--- src/rtl/rca_pr_scheduler_pkg.sv ---
`default_nettype none
// ============================================================================
// Package     : rca_pr_types
// Description : Shared types for the RCA partial-reconfiguration scheduler.
// Revision    : 1.0
// ============================================================================
package rca_pr_types;

    localparam int BITSTREAM_ID_W_DEFAULT = 6;

    typedef logic [BITSTREAM_ID_W_DEFAULT-1:0] bitstream_id_t;

    typedef enum logic [2:0] {
        IDLE     = 3'd0,
        DRAIN    = 3'd1,
        ISSUE    = 3'd2,
        BUSY     = 3'd3,
        COMPLETE = 3'd4
    } pr_sched_state_t;

endpackage : rca_pr_types
`default_nettype wire

--- src/rtl/rca_pr_scheduler_if.sv ---
`default_nettype none
// ============================================================================
// Interface   : rca_pr_scheduler_if
// Description : Requester, PR-loader and completion signals of the scheduler.
// Revision    : 1.0
// ============================================================================
interface rca_pr_scheduler_if #(
    parameter int NUM_REQ        = 4,
    parameter int BITSTREAM_ID_W = 6
);
    localparam int IDX_W = $clog2(NUM_REQ);

    logic [NUM_REQ-1:0]        req_valid;
    logic [BITSTREAM_ID_W-1:0] req_bitstream_id [NUM_REQ];
    logic [NUM_REQ-1:0]        req_ready;
    logic                      rca_config_locked;
    logic                      pr_start;
    logic [BITSTREAM_ID_W-1:0] pr_bitstream_id;
    logic                      pr_done;
    logic                      pr_error;
    logic                      pr_abort;
    logic                      pr_requests_incomplete;
    logic                      done_valid;
    logic [IDX_W-1:0]          done_req_idx;
    logic                      done_error;

    // Environment side: requesters, RCA lock source and PR loader
    modport master (
        output req_valid, req_bitstream_id, rca_config_locked, pr_done, pr_error,
        input  req_ready, pr_start, pr_bitstream_id, pr_abort,
               pr_requests_incomplete, done_valid, done_req_idx, done_error
    );

    modport slave (
        input  req_valid, req_bitstream_id, rca_config_locked, pr_done, pr_error,
        output req_ready, pr_start, pr_bitstream_id, pr_abort,
               pr_requests_incomplete, done_valid, done_req_idx, done_error
    );

endinterface : rca_pr_scheduler_if
`default_nettype wire

--- src/rtl/rca_pr_scheduler_rr_arbiter.sv ---
`default_nettype none
// ============================================================================
// Module      : rr_arbiter
// Description : Combinational round-robin arbiter; search starts at pointer_i.
// Revision    : 1.0
// ============================================================================
module rr_arbiter #(
    parameter int N     = 4,
    parameter int IDX_W = (N > 1) ? $clog2(N) : 1
) (
    input  wire logic [N-1:0]     requests_i,
    input  wire logic [IDX_W-1:0] pointer_i,
    output logic      [N-1:0]     grant_o,
    output logic      [IDX_W-1:0] grant_idx_o,
    output logic                  any_o
);

    logic [IDX_W-1:0] cand_idx;

    always_comb begin
        grant_o     = '0;
        grant_idx_o = '0;
        any_o       = 1'b0;
        cand_idx    = '0;
        for (int i = 0; i < N; i++) begin
            cand_idx = IDX_W'((int'(pointer_i) + i) % N);
            if (!any_o && requests_i[cand_idx]) begin
                any_o             = 1'b1;
                grant_o[cand_idx] = 1'b1;
                grant_idx_o       = cand_idx;
            end
        end
    end

endmodule : rr_arbiter
`default_nettype wire

--- src/rtl/rca_pr_scheduler.sv ---
`default_nettype none
// ============================================================================
// Module      : rca_pr_scheduler
// Description : Round-robin PR request scheduler; one PR job outstanding,
//               held off while the RCA configuration is locked.
//               Optional BUSY watchdog enabled by macro RCA_PR_TIMEOUT_EN.
// Revision    : 1.0
// ============================================================================
module rca_pr_scheduler
    import rca_pr_types::*;
#(
    parameter int NUM_REQ        = 4,
    parameter int BITSTREAM_ID_W = 6,
    parameter int TIMEOUT_CYCLES = 65535
) (
    input wire logic        clk,
    input wire logic        rst,
    rca_pr_scheduler_if.slave bus
);

    localparam int IDX_W = $clog2(NUM_REQ);

    if (NUM_REQ < 2 || TIMEOUT_CYCLES < 1) begin : g_param_check
        $error("rca_pr_scheduler: NUM_REQ must be >= 2 and TIMEOUT_CYCLES >= 1");
    end

    pr_sched_state_t           state_q, state_d;
    logic [IDX_W-1:0]          ptr_q, ptr_d;
    logic [IDX_W-1:0]          idx_q, idx_d;
    logic [BITSTREAM_ID_W-1:0] id_q, id_d;
    logic                      err_q, err_d;

    logic [NUM_REQ-1:0]        grant;
    logic [IDX_W-1:0]          grant_idx;
    logic                      grant_any;
    logic                      timeout_hit;

    rr_arbiter #(
        .N     (NUM_REQ),
        .IDX_W (IDX_W)
    ) u_arb (
        .requests_i  (bus.req_valid),
        .pointer_i   (ptr_q),
        .grant_o     (grant),
        .grant_idx_o (grant_idx),
        .any_o       (grant_any)
    );

`ifdef RCA_PR_TIMEOUT_EN
    logic [31:0] cnt_q, cnt_d;

    always_comb begin
        cnt_d = cnt_q;
        if (state_q == ISSUE) begin
            cnt_d = '0;
        end else if (state_q == BUSY) begin
            cnt_d = cnt_q + 32'd1;
        end
    end

    always_ff @(posedge clk) begin
        if (!rst) begin
            cnt_q <= '0;
        end else begin
            cnt_q <= cnt_d;
        end
    end

    // A coincident pr_done takes priority over the watchdog
    assign timeout_hit  = (state_q == BUSY) && !bus.pr_done
                          && (cnt_q == 32'(TIMEOUT_CYCLES - 1));
    assign bus.pr_abort = timeout_hit;
`else
    assign timeout_hit  = 1'b0;
    assign bus.pr_abort = 1'b0;
`endif

    always_ff @(posedge clk) begin
        if (!rst) begin
            state_q <= IDLE;
            ptr_q   <= '0;
            idx_q   <= '0;
            id_q    <= '0;
            err_q   <= 1'b0;
        end else begin
            state_q <= state_d;
            ptr_q   <= ptr_d;
            idx_q   <= idx_d;
            id_q    <= id_d;
            err_q   <= err_d;
        end
    end

    always_comb begin
        state_d          = state_q;
        ptr_d            = ptr_q;
        idx_d            = idx_q;
        id_d             = id_q;
        err_d            = err_q;
        bus.req_ready    = '0;
        bus.pr_start     = 1'b0;
        bus.done_valid   = 1'b0;
        bus.done_req_idx = '0;
        bus.done_error   = 1'b0;
        case (state_q)
            IDLE: begin
                if (grant_any) begin
                    bus.req_ready = grant;
                    idx_d         = grant_idx;
                    id_d          = bus.req_bitstream_id[grant_idx];
                    ptr_d         = (grant_idx == IDX_W'(NUM_REQ - 1)) ? '0
                                                                       : grant_idx + 1'b1;
                    err_d         = 1'b0;
                    state_d       = DRAIN;
                end
            end
            DRAIN: begin
                if (!bus.rca_config_locked) begin
                    state_d = ISSUE;
                end
            end
            ISSUE: begin
                bus.pr_start = 1'b1;
                state_d      = BUSY;
            end
            BUSY: begin
                if (bus.pr_done) begin
                    err_d   = bus.pr_error;
                    state_d = COMPLETE;
                end else if (timeout_hit) begin
                    err_d   = 1'b1;
                    state_d = COMPLETE;
                end
            end
            COMPLETE: begin
                bus.done_valid   = 1'b1;
                bus.done_req_idx = idx_q;
                bus.done_error   = err_q;
                state_d          = IDLE;
            end
            default: state_d = IDLE;
        endcase
    end

    assign bus.pr_bitstream_id        = id_q;
    // Combinational so the grid blocks in the same cycle a request appears
    assign bus.pr_requests_incomplete = (state_q != IDLE) || (|bus.req_valid);

endmodule : rca_pr_scheduler
`default_nettype wire

--- src/flat_wrapper.sv ---
// flat-port wrapper written by rule: the top's interface ports become plain ports
module rca_pr_scheduler_flat import rca_pr_types::*;
#(
    parameter int NUM_REQ        = 4,
    parameter int BITSTREAM_ID_W = 6,
    parameter int TIMEOUT_CYCLES = 65535
)
  (clk, rst, bus_req_valid, bus_req_bitstream_id, bus_rca_config_locked, bus_pr_done, bus_pr_error, bus_req_ready, bus_pr_start, bus_pr_bitstream_id, bus_pr_abort, bus_pr_requests_incomplete, bus_done_valid, bus_done_req_idx, bus_done_error);
  rca_pr_scheduler_if #(.NUM_REQ(NUM_REQ), .BITSTREAM_ID_W(BITSTREAM_ID_W)) bus_i ();
  input wire logic clk;
  input wire logic rst;
  input wire logic [$bits(bus_i.req_valid)-1:0] bus_req_valid;
  input wire logic [$bits(bus_i.req_bitstream_id)-1:0] bus_req_bitstream_id;
  input wire logic [$bits(bus_i.rca_config_locked)-1:0] bus_rca_config_locked;
  input wire logic [$bits(bus_i.pr_done)-1:0] bus_pr_done;
  input wire logic [$bits(bus_i.pr_error)-1:0] bus_pr_error;
  output wire logic [$bits(bus_i.req_ready)-1:0] bus_req_ready;
  output wire logic [$bits(bus_i.pr_start)-1:0] bus_pr_start;
  output wire logic [$bits(bus_i.pr_bitstream_id)-1:0] bus_pr_bitstream_id;
  output wire logic [$bits(bus_i.pr_abort)-1:0] bus_pr_abort;
  output wire logic [$bits(bus_i.pr_requests_incomplete)-1:0] bus_pr_requests_incomplete;
  output wire logic [$bits(bus_i.done_valid)-1:0] bus_done_valid;
  output wire logic [$bits(bus_i.done_req_idx)-1:0] bus_done_req_idx;
  output wire logic [$bits(bus_i.done_error)-1:0] bus_done_error;
  assign bus_i.req_valid = bus_req_valid;
  assign bus_i.req_bitstream_id = {>>{bus_req_bitstream_id}};
  assign bus_i.rca_config_locked = bus_rca_config_locked;
  assign bus_i.pr_done = bus_pr_done;
  assign bus_i.pr_error = bus_pr_error;
  assign bus_req_ready = bus_i.req_ready;
  assign bus_pr_start = bus_i.pr_start;
  assign bus_pr_bitstream_id = bus_i.pr_bitstream_id;
  assign bus_pr_abort = bus_i.pr_abort;
  assign bus_pr_requests_incomplete = bus_i.pr_requests_incomplete;
  assign bus_done_valid = bus_i.done_valid;
  assign bus_done_req_idx = bus_i.done_req_idx;
  assign bus_done_error = bus_i.done_error;
  rca_pr_scheduler #(.NUM_REQ(NUM_REQ), .BITSTREAM_ID_W(BITSTREAM_ID_W), .TIMEOUT_CYCLES(TIMEOUT_CYCLES)) u_core (.clk(clk), .rst(rst), .bus(bus_i));
endmodule
--- config.mk ---
export PLATFORM = sky130hd
export DESIGN_NAME = rca_pr_scheduler_flat
export DESIGN_NICKNAME = d
export VERILOG_FILES = /design/src/rtl/rca_pr_scheduler_pkg.sv /design/src/rtl/rca_pr_scheduler_if.sv /design/src/rtl/rca_pr_scheduler_rr_arbiter.sv /design/src/rtl/rca_pr_scheduler.sv /design/src/flat_wrapper.sv
export SDC_FILE = /design/constraint.sdc
export NUM_CORES = 1
export LEC_CHECK = 0
export ABC_AREA = 1
export CORE_MARGIN = 10
export CORE_UTILIZATION = 30
export CTS_CLUSTER_SIZE = 14
export DETAILED_ROUTE_END_ITERATION = 7
export PLACE_DENSITY_LB_ADDON = 0.25
export SLEW_MARGIN = 15
export SYNTH_ARGS = -nofsm -noshare
export SYNTH_HDL_FRONTEND = slang
export SYNTH_HIERARCHICAL = 1
export SYNTH_SLANG_ARGS = --single-unit
--- constraint.sdc ---
create_clock -name clk -period 3 [get_ports clk]
set_input_delay 0.45 -clock clk [delete_from_list [all_inputs] [get_ports clk]]
set_output_delay 0.45 -clock clk [all_outputs]
set_load 0.005 [all_outputs]
* Word-level counts from Yosys, hierarchy flattened
Index checks and enable logic that the tools add are counted.
Word-level totals: output and inout port bits 17, bits in registers 14, logic and storage cells 93, bits in latches 0, memories kept 0, memory bits (writable) 0, bits of input ports 33, ROM bits 0
Operators by class: shifts and indexed selects 0, eq/ne operators 8, div/mod/pow operators 0, $mul 0, reductions and logical operators 18, multiplexer cells 45, $lt $le $gt $ge 9, bitwise logic cells 4, add/sub/neg operators 4
Operators with widths (number):
- $mux 4 | 6
- $mux 1 | 17
- $bmux 6 s2 | 1
- $lt 2x3->1 const B | 4
- $mux 2 | 6
- $mux 6 | 2
- $or 4x4->4 | 3
- $pmux 3 s4 | 1
- $mux 3 | 3
- $bmux 1 s2 | 4
- $demux 1 s2 | 4
- $ge 2x1->1 const B | 4
- $logic_and 1x1->1 | 7
- $eq 3x2->1 const B | 2
- $reduce_and 3->1 | 2
- $add 2x1->2 const B | 2
- $add 2x2->2 const B | 2
- $ne 2x2->1 const B | 2
- $reduce_or 4->1 | 1
- $eq 3x1->1 const B | 1
- $eq 3x3->1 const B | 1
- $ge 3x3->1 const B | 1
- $logic_not 1->1 | 3
- $logic_not 3->1 | 1
- other kinds (8) | 8

* Depth between registers and ports, before layout
Gate-level depths: netlist of run 1.
depth in word-level cells 16, gate-level depth with buffers 16, mapped depth without buffers 14

* By module
The synthesis of run 1 kept the hierarchy.
Modules (own cells, without submodules):
- rca_pr_scheduler | area an instance 879.6 um2, sequential area each 280.3 um2, cells each 144, instances 1
- rr_arbiter | area an instance 440.4 um2, sequential area each 0.0 um2, cells each 74, instances 1

* Worst setup path after synthesis of run 1
No wires, ideal clock.
path type reg2reg, start point register u_core.ptr_q[0], end point register u_core.id_q[1], in the netlist u_core/bus.pr_bitstream_id[1], period minus slack after synthesis 2.341 ns, library setup time 0.117 ns, setup slack 0.659 ns, data required time 2.883 ns, stages on the path, launching flop included 16, buffers on the path 2, arrival time 2.224 ns, cell sequence dfxtp_1 > inv_2 > ha_1 > inv_1 > nand3_1 > nand2_1 > nor2_1 > a21oi_1 > nand3_1 > buf_2 > buf_2 > nand2_1 > o21ai_0 > o21ai_0 > nor2_1 > nor2_1
Between the ends: cells in the longest elaborated chain, start to end 16, elaborated cells between the ends (all ways) 30, classes of those cells 3 x add/sub; 19 x mux; 1 x bitwise; 7 x reduce/logical
Ends and longest elaborated chain:
- start: declaration | RTL line rca_pr_scheduler.sv:28 | logic [IDX_W-1:0] ptr_q, ptr_d;
- start signal: assignment | RTL line rca_pr_scheduler.sv:87 | ptr_q <= ptr_d;
- parallel branches: the longest is 11 deep, another holds $add 2x1->2
- $mux 2 (*) | RTL line rca_pr_scheduler_rr_arbiter.sv:27 | if (!any_o && requests_i[cand_idx]) begin
- named net u_core.grant_idx[0] | RTL line rca_pr_scheduler.sv:34 | logic [IDX_W-1:0] grant_idx;
- $not 2->3 (implied by the code) (*) | RTL line rca_pr_scheduler.sv:110 | id_d = bus.req_bitstream_id[grant_idx];
- $bmux 6 s2 (*) | RTL line rca_pr_scheduler.sv:110
- $mux 6 (implied by the code) (*) (2 in series) | RTL line rca_pr_scheduler.sv:110
- end signal: assignment | RTL line rca_pr_scheduler.sv:89 | id_q <= id_d;
- end: declaration | RTL line rca_pr_scheduler.sv:30 | logic [BITSTREAM_ID_W-1:0] id_q, id_d;
Mark *: on every way through the listed nets, which the timed path passes. The select of a mux whose other input is x is not followed. A chain may end at the register's enable or synchronous reset.

* Worst setup path after layout of run 1
start point input bus_req_valid[1], end point output bus_req_ready[2]
Between the ends: cells in the longest elaborated chain, start to end 14, elaborated cells between the ends (all ways) 27, classes of those cells 18 x mux; 3 x bitwise; 6 x reduce/logical
Ends and longest elaborated chain:
- start: declaration | RTL line flat_wrapper.sv:12 | input wire logic [$bits(bus_i.req_valid)-1:0] bus_req_valid;
- $bmux 1 s2 | RTL line rca_pr_scheduler_rr_arbiter.sv:27
- $mux 1 (implied by the code) | RTL line rca_pr_scheduler_rr_arbiter.sv:27
- $mux 1 | RTL line rca_pr_scheduler_rr_arbiter.sv:27
- $logic_not 1->1 | RTL line rca_pr_scheduler_rr_arbiter.sv:27
- $logic_and 1x1->1 | RTL line rca_pr_scheduler_rr_arbiter.sv:27
- $mux 1 | RTL line rca_pr_scheduler_rr_arbiter.sv:27
- $logic_not 1->1 | RTL line rca_pr_scheduler_rr_arbiter.sv:27
- $logic_and 1x1->1 | RTL line rca_pr_scheduler_rr_arbiter.sv:27
- $mux 1 | RTL line rca_pr_scheduler_rr_arbiter.sv:27
- $logic_not 1->1 | RTL line rca_pr_scheduler_rr_arbiter.sv:27
- $logic_and 1x1->1 | RTL line rca_pr_scheduler_rr_arbiter.sv:27
- $mux 4 (*) | RTL line rca_pr_scheduler_rr_arbiter.sv:27
- named net u_core.grant[2] | RTL line rca_pr_scheduler.sv:33 | logic [NUM_REQ-1:0] grant;
- $mux 4 (*) | RTL line rca_pr_scheduler.sv:107 | if (grant_any) begin
- $mux 4 (*) | RTL line rca_pr_scheduler.sv:105 | case (state_q)
- end: declaration | RTL line flat_wrapper.sv:17 | output wire logic [$bits(bus_i.req_ready)-1:0] bus_req_ready;
Mark *: on every way through the listed nets, which the timed path passes. The rest lies on a longest branch. The select of a mux whose other input is x is not followed.

==> impl_metrics.csv, run 1 <==
group,metric,value,unit
outcome,status,"finished clean",
cells_and_area,fin_util,45.0,%
clock_network,cts.sinks,14,
sta,finalCritPeriodShare,93.6,%
hold_path,holdCritPathClass,"register to register",
logic_synthesis,synthTopCellsByArea,"dfxtp_1 21%, nor2_1 13%, o21ai_0 9.5%",
clock_network,post_cts_buffers,0,
cells_and_area,drive_gt1_share,12.2,%
floorplan,die_y,86.3,um
sta,skew,0.000664,ns
logic_synthesis,synth.net_count,257,
global_routing,grt_pass1_vias,1481,
clock_network,cts_hold_buf,0,
pwr,power_frac_seq,15.5,%
setup_path,rr_endpoint,"u_core/state_q[1]",
hold_path,hold_depth,2,
hold_path,hp-start,"u_core/idx_q[0]",
logic_synthesis,async_flop_share,0,%
floorplan,num_io_pins,50,
floorplan,start_util,30.7,%
clock_network,numCtsBuffers,3,
detailed_routing,vias,1519,
pwr,comb_power_share,75.1,%
sta,hold_viol_final,0,
placement,place_area,0.00186,mm^2
detailed_routing,dr.pass1.iters,4,
pwr,pwr-share-clk,9.4,%
setup_path,cpPeakStageDelay,0.51,ns
floorplan,core,0.00429,mm^2
run,maxCapViolations,0,
hold_path,worstHoldEndpoint,"u_core/idx_q[0]",
setup_path,critPathMaxFanout,6,
placement,io_buffers,48,
detailed_routing,first_iter_violations,61,
pwr,p_per_area,991,mW/mm^2
logic_synthesis,synth_edf_count,0,
clock_network,insertion_delay,0.24,ns
clock_network,cts-root-buf,"clkbuf_8",
detailed_routing,drcViolationCount,0,
clock_network,ctsHtreeMaxLevel,1,
setup_path,reg2regPathDepth,14,
logic_synthesis,ys_types,25,
logic_synthesis,avgSynthCellArea,6.06,um^2
global_routing,grt_pass1_wl,6270,um
logic_synthesis,yosys_warnings,6,
setup_path,crit_path_cell_trace,"clkdlybuf4s50_1 > inv_1 > nand2_1 > nand3_2 > nand2_4 > nor2_2 > nand4_1 > nand3_1 > nand2_1 > nor2_1 > clkdlybuf4s50_1",
sta,drv_slew,0,
clock_network,clk_pin_slew,0.06,ns
pwr,p_leak,0.000849,uW
setup_path,critPathCaptureType,"primary output",
setup_path,critical_path_class,"input port to primary output",
sta,holdWs,0.461,ns
setup_path,cp_slowest_cell,"clkdlybuf4s50_1",
setup_path,worstPathArrival,2.36,ns
logic_synthesis,synth_seq_cells,14,
logic_synthesis,ys_seq_area_share,21.2,%
cells_and_area,area_growth,46.4,%
detailed_routing,wl,3690,um
pwr,p_int,943,uW
pwr,p_sw,973,uW
logic_synthesis,synthTopCellsByCount,"46 x nor2_1, 31 x nand2_1, 25 x o21ai_0, 22 x inv_1, 18 x nand3_1",
logic_synthesis,synth.most_common_cell,"nor2_1",
logic_synthesis,yosysTopAreaCellShare,21.2,%
sta,rsz0062_at_grt,"no",
detailed_routing,vias_per_cell,4.72,
logic_synthesis,post-synth-top-area-cell,"dfxtp_1",
pwr,finalPower,1920,uW
setup_path,cp.required,2.55,ns
detailed_routing,drt-wirelength-per-cell,11.5,um
setup_path,r2r_slack,0.71,ns
floorplan,die_area,0.00745,mm^2
global_routing,overflow,0,
floorplan,die_w,86.3,um
placement,dp_hpwl,3020,um
setup_path,reg2reg_from,"u_core/ptr_q[1]",
logic_synthesis,ys_dominant_reg_cell,"dfxtp_1",
cells_and_area,diodes,0,
sta,fin_crit,2.81,ns
setup_path,cp-start-kind,"input port",
placement,gp_congestion,0.811,
sta,final.setup.tns,0,ns
detailed_routing,ant_nets,0,
cells_and_area,num-nets-final,310,
clock_network,cts_tree,"yes",
logic_synthesis,synthCells,218,
global_routing,groute.usage.overall,9.58,%
sta,setup_viol,0,
cells_and_area,fill_cells,460,
pwr,sw_frac_of_total,50.8,%
floorplan,rows,24,
clock_network,cts_buffer_depth,2,
pwr,ir_drop,0.426,mV
cells_and_area,stdcell_area,0.00193,mm^2
global_routing,antenna_found_initial,0,
sta,fmax,356,MHz
logic_synthesis,netlist_area,0.00132,mm^2
global_routing,grt_max_degree,15,
[sequential cells by signal (all words and copies together) (netlist names)]
name                        flops
u_core/err_q                    1
u_core/bus.pr_bitstream_id      6
u_core/state_q                  3
u_core/ptr_q                    2
u_core/idx_q                    2
[layout make-up]
class	count	area, um^2	area share [%]
sequential	14	280	14.5
timing repair buffer	54	526	27.2
clock buffer	4	55.1	2.85
inverter	24	90.1	4.66
multi-input combinational	174	916	47.4
tap	52	65.1	3.37
[power groups by stage]
stage	sequential, uW	combinational [uW]	clock (uW)
floorplan	311	1020	0
global placement	298	1410	0
detailed placement	300	1420	0
CTS	297	1420	189
global route	304	1660	194
finish	297	1440	180
[critical path: cells and delay by family]
family,cells,cell delay (ns)
AND/OR/NAND/NOR,8,0.86
buffers and inverters,3,1.04
[logic make-up after synthesis]
logic type               count (synthesis)  share of synthesized area (%)
other                                    1                          0.284
buffers and inverters                   31                           10.6
AO/OA/AOI/OAI                           44                           17.4
adder cells (fa/ha/maj)                  6                           5.69
flip-flops                              14                           21.2
AND/OR/NAND/NOR                        122                           44.7
[layer usage]
layer | global-route usage (%) | vias up | share of wire (%)
met5 | 0 | - | 0
met4 | 1.77 | 0 | 0.62
met3 | 4.60 | 2 | 11
met2 | 15.2 | 57 | 41
met1 | 11.6 | 641 | 47
li1 | - | 819 | -
[metrics by stage]
step	worst slack, ns	std cells
2_1_floorplan	0.659	218
3_3_place_gp	0.0916	317
3_5_place_dp	0.0974	317
4_1_cts	0.0929	321
5_1_grt	0.0285	322
6_report	0.192	322
[worst max path at each step]
stage,start,end
3_5_place_dp,bus_req_valid[1],bus_req_ready[1]
5_1_grt,bus_req_valid[1],bus_req_ready[1]
6_report,bus_req_valid[1],bus_req_ready[2]
2_1_floorplan,u_core/ptr_q[0],u_core/bus.pr_bitstream_id[1]
4_1_cts,bus_req_valid[3],bus_req_ready[1]
3_3_place_gp,bus_req_valid[1],bus_req_ready[1]
[cells in the final DEF, fill, tap and decap left out, drive strengths merged]
| master | n |
|---|---|
| ha | 6 |
| nor2 | 51 |
| nor3 | 1 |
| a21oi | 11 |
| nor4 | 1 |
| clkbuf | 4 |
| buf | 6 |
| nand3 | 21 |
| clkdlybuf4s50 | 48 |
| conb | 1 |
| nand2 | 41 |
| a21boi | 4 |
| nand4 | 8 |
| o21ai | 29 |
| inv | 24 |
| dfxtp | 14 |
[timing repair]
item | CTS | global route
endpoints found under the hold margin | 0 | 0
setup endpoints to repair | 0 | 4
gates resized for setup | 0 | 4
No activity file was read; power rests on OpenSTA's default activity.
==> inputs of run 2 (changes only) <==
- clock period: 3 -> 3.5 ns (I/O delays scaled with it)
==> run 2 against run 1 <==
Compared with the run above: via count decreased by 1.8%; critical endpoint is now bus_req_ready[0]; clock power is 12% lower; sequential power fell by 9.1%; largest power group unchanged; critical path depth fell by 1; die area unchanged; worst hold slack lost 0.0038 ns; worst setup slack better by 0.093 ns; cell count decreased by 1.6%; final area decreased by 2.3%; global-route usage is 0.30 points higher; clock skew is 0.0010 ns higher.
==> impl_metrics.csv, run 2 (synthesis results as in run 1) <==
group,metric,value,unit
pwr,ir_drop,0.475,mV
pwr,p_leak,0.000829,uW
sta,setup_viol,0,
pwr,p_per_area,847,mW/mm^2
detailed_routing,ant_nets,0,
sta,fmax,311,MHz
detailed_routing,vias_per_cell,4.71,
sta,drv_slew,0,
placement,dp_slack,0.438,ns
sta,final.setup.tns,0,ns
clock_network,ctsHtreeMaxLevel,1,
setup_path,critPathMaxFanout,13,
global_routing,grt_max_degree,14,
cells_and_area,regArea,280,um^2
setup_path,reg2regPathDepth,13,
global_routing,grt_pass1_vias,1460,
setup_path,rr_endpoint,"u_core/bus.pr_bitstream_id[3]",
clock_network,cts-resized-gates,0,
cells_and_area,final_common_cell,"clkdlybuf4s50_1",
hold_path,hold_depth,2,
clock_network,cts-root-buf,"clkbuf_8",
sta,holdWs,0.458,ns
sta,skew,0.00171,ns
clock_network,cts_buffer_depth,2,
detailed_routing,wl,3690,um
sta,finalCritPeriodShare,91.9,%
hold_path,worstHoldEndpoint,"u_core/idx_q[0]",
cells_and_area,area_growth,43.0,%
floorplan,die_w,86.3,um
floorplan,num_io_pins,50,
sta,postLayoutSetupSlackWorst,0.285,ns
floorplan,die_y,86.3,um
cells_and_area,num-nets-final,305,
setup_path,cp-start-kind,"register",
floorplan,core,0.00429,mm^2
detailed_routing,dr.pass1.iters,4,
global_routing,overflow,0,
setup_path,r2r_slack,0.82,ns
detailed_routing,drcViolationCount,0,
sta,fin_crit,3.22,ns
outcome,status,"finished clean",
placement,gp_congestion,0.844,
sta,hold_viol_final,0,
cells_and_area,drive_gt1_share,9.81,%
detailed_routing,vias,1492,
clock_network,cts_tree,"yes",
setup_path,reg2reg_from,"u_core/ptr_q[1]",
clock_network,cts_hold_buf,0,
clock_network,insertion_delay,0.25,ns
cells_and_area,fill_cells,466,
clock_network,post_cts_buffers,0,
run,maxCapViolations,0,
detailed_routing,drt-wirelength-per-cell,11.6,um
setup_path,critPathCaptureType,"primary output",
floorplan,rows,24,
detailed_routing,first_iter_violations,85,
clock_network,clk_pin_slew,0.06,ns
floorplan,die_area,0.00745,mm^2
cells_and_area,diodes,0,
global_routing,groute.usage.overall,9.89,%
setup_path,critical_path_class,"register to primary output",
setup_path,cp.required,2.97,ns
placement,dp_hpwl,3000,um
floorplan,start_util,30.7,%
sta,rsz0062_at_grt,"no",
clock_network,cts.sinks,14,
cells_and_area,largest_reg_flops,6,
hold_path,holdCritPathClass,"register to register",
cells_and_area,multiInputGateArea,902,um^2
global_routing,grt_pass1_wl,6300,um
setup_path,worstPathArrival,2.69,ns
global_routing,antenna_found_initial,0,
cells_and_area,final_cell_mix,"48 x clkdlybuf4s50_1, 45 x nor2_1, 31 x nand2_1",
placement,io_buffers,48,
clock_network,numCtsBuffers,3,
hold_path,hp-start,"u_core/idx_q[0]",
-- run 2: cell count changes in the layout (fill, tap and decap cells not counted), sizes merged --
cell	change
buf	-4
nor2	-1
-- run 2: worst max-delay path, stage by stage, from the launching register on --
cell	delay [ns]
dfxtp_1	0.47
inv_1	0.19
ha_1	0.40
inv_1	0.11
nand2_1	0.10
nand2_2	0.06
nor2_4	0.22
nand4_1	0.26
nand2_1	0.14
nor2_1	0.05
clkdlybuf4s50_1	0.44
-- run 2: per-stage QoR --
| step | util, % | std cells | area [um^2] | total power [uW] |
|---|---|---|---|---|
| after floorplan | - | 218 | 1320 | 1140 |
| after global placement | 42.6 | 313 | 1830 | 1450 |
| after detailed placement | 42.6 | 313 | 1830 | 1440 |
| after CTS | 43.9 | 317 | 1890 | 1610 |
| after global routing | 44.0 | 317 | 1890 | 1800 |
| final | 44.0 | 317 | 1890 | 1600 |
-- run 2: final cells by class --
type                       instances  area share, %
clock buffer                       4           2.92
sequential                        14           14.8
inverter                          24           4.77
tap                               52           3.45
multi-input combinational        173           47.8
timing repair buffer              50           26.2
-- run 2: power breakdown --
group | internal [uW] | total [uW] | switching, uW
sequential | 218 | 270 | 52.7
combinational | 460 | 1170 | 710
clock | 99.7 | 159 | 58.8
total | 777 | 1600 | 821
-- run 2: worst max path at each step --
stage	startpoint	end	slack, ns	cells past startpoint
after global placement	bus_req_valid[3]	bus_req_ready[2]	0.45	11
after detailed placement	bus_req_valid[3]	bus_req_ready[2]	0.44	11
after floorplan	u_core/ptr_q[0]	u_core/bus.pr_bitstream_id[1]	1.16	15
after CTS	u_core/ptr_q[1]	bus_req_ready[2]	0.21	11
after global routing	u_core/ptr_q[1]	bus_req_ready[1]	0.02	11
final	u_core/ptr_q[1]	bus_req_ready[0]	0.28	10
-- run 2: per-layer routing --
layer,global-route usage [%],wire (um)
met1,10.9,1640
met2,15.8,1530
met3,5.82,494
met4,2.65,24
met5,0,0
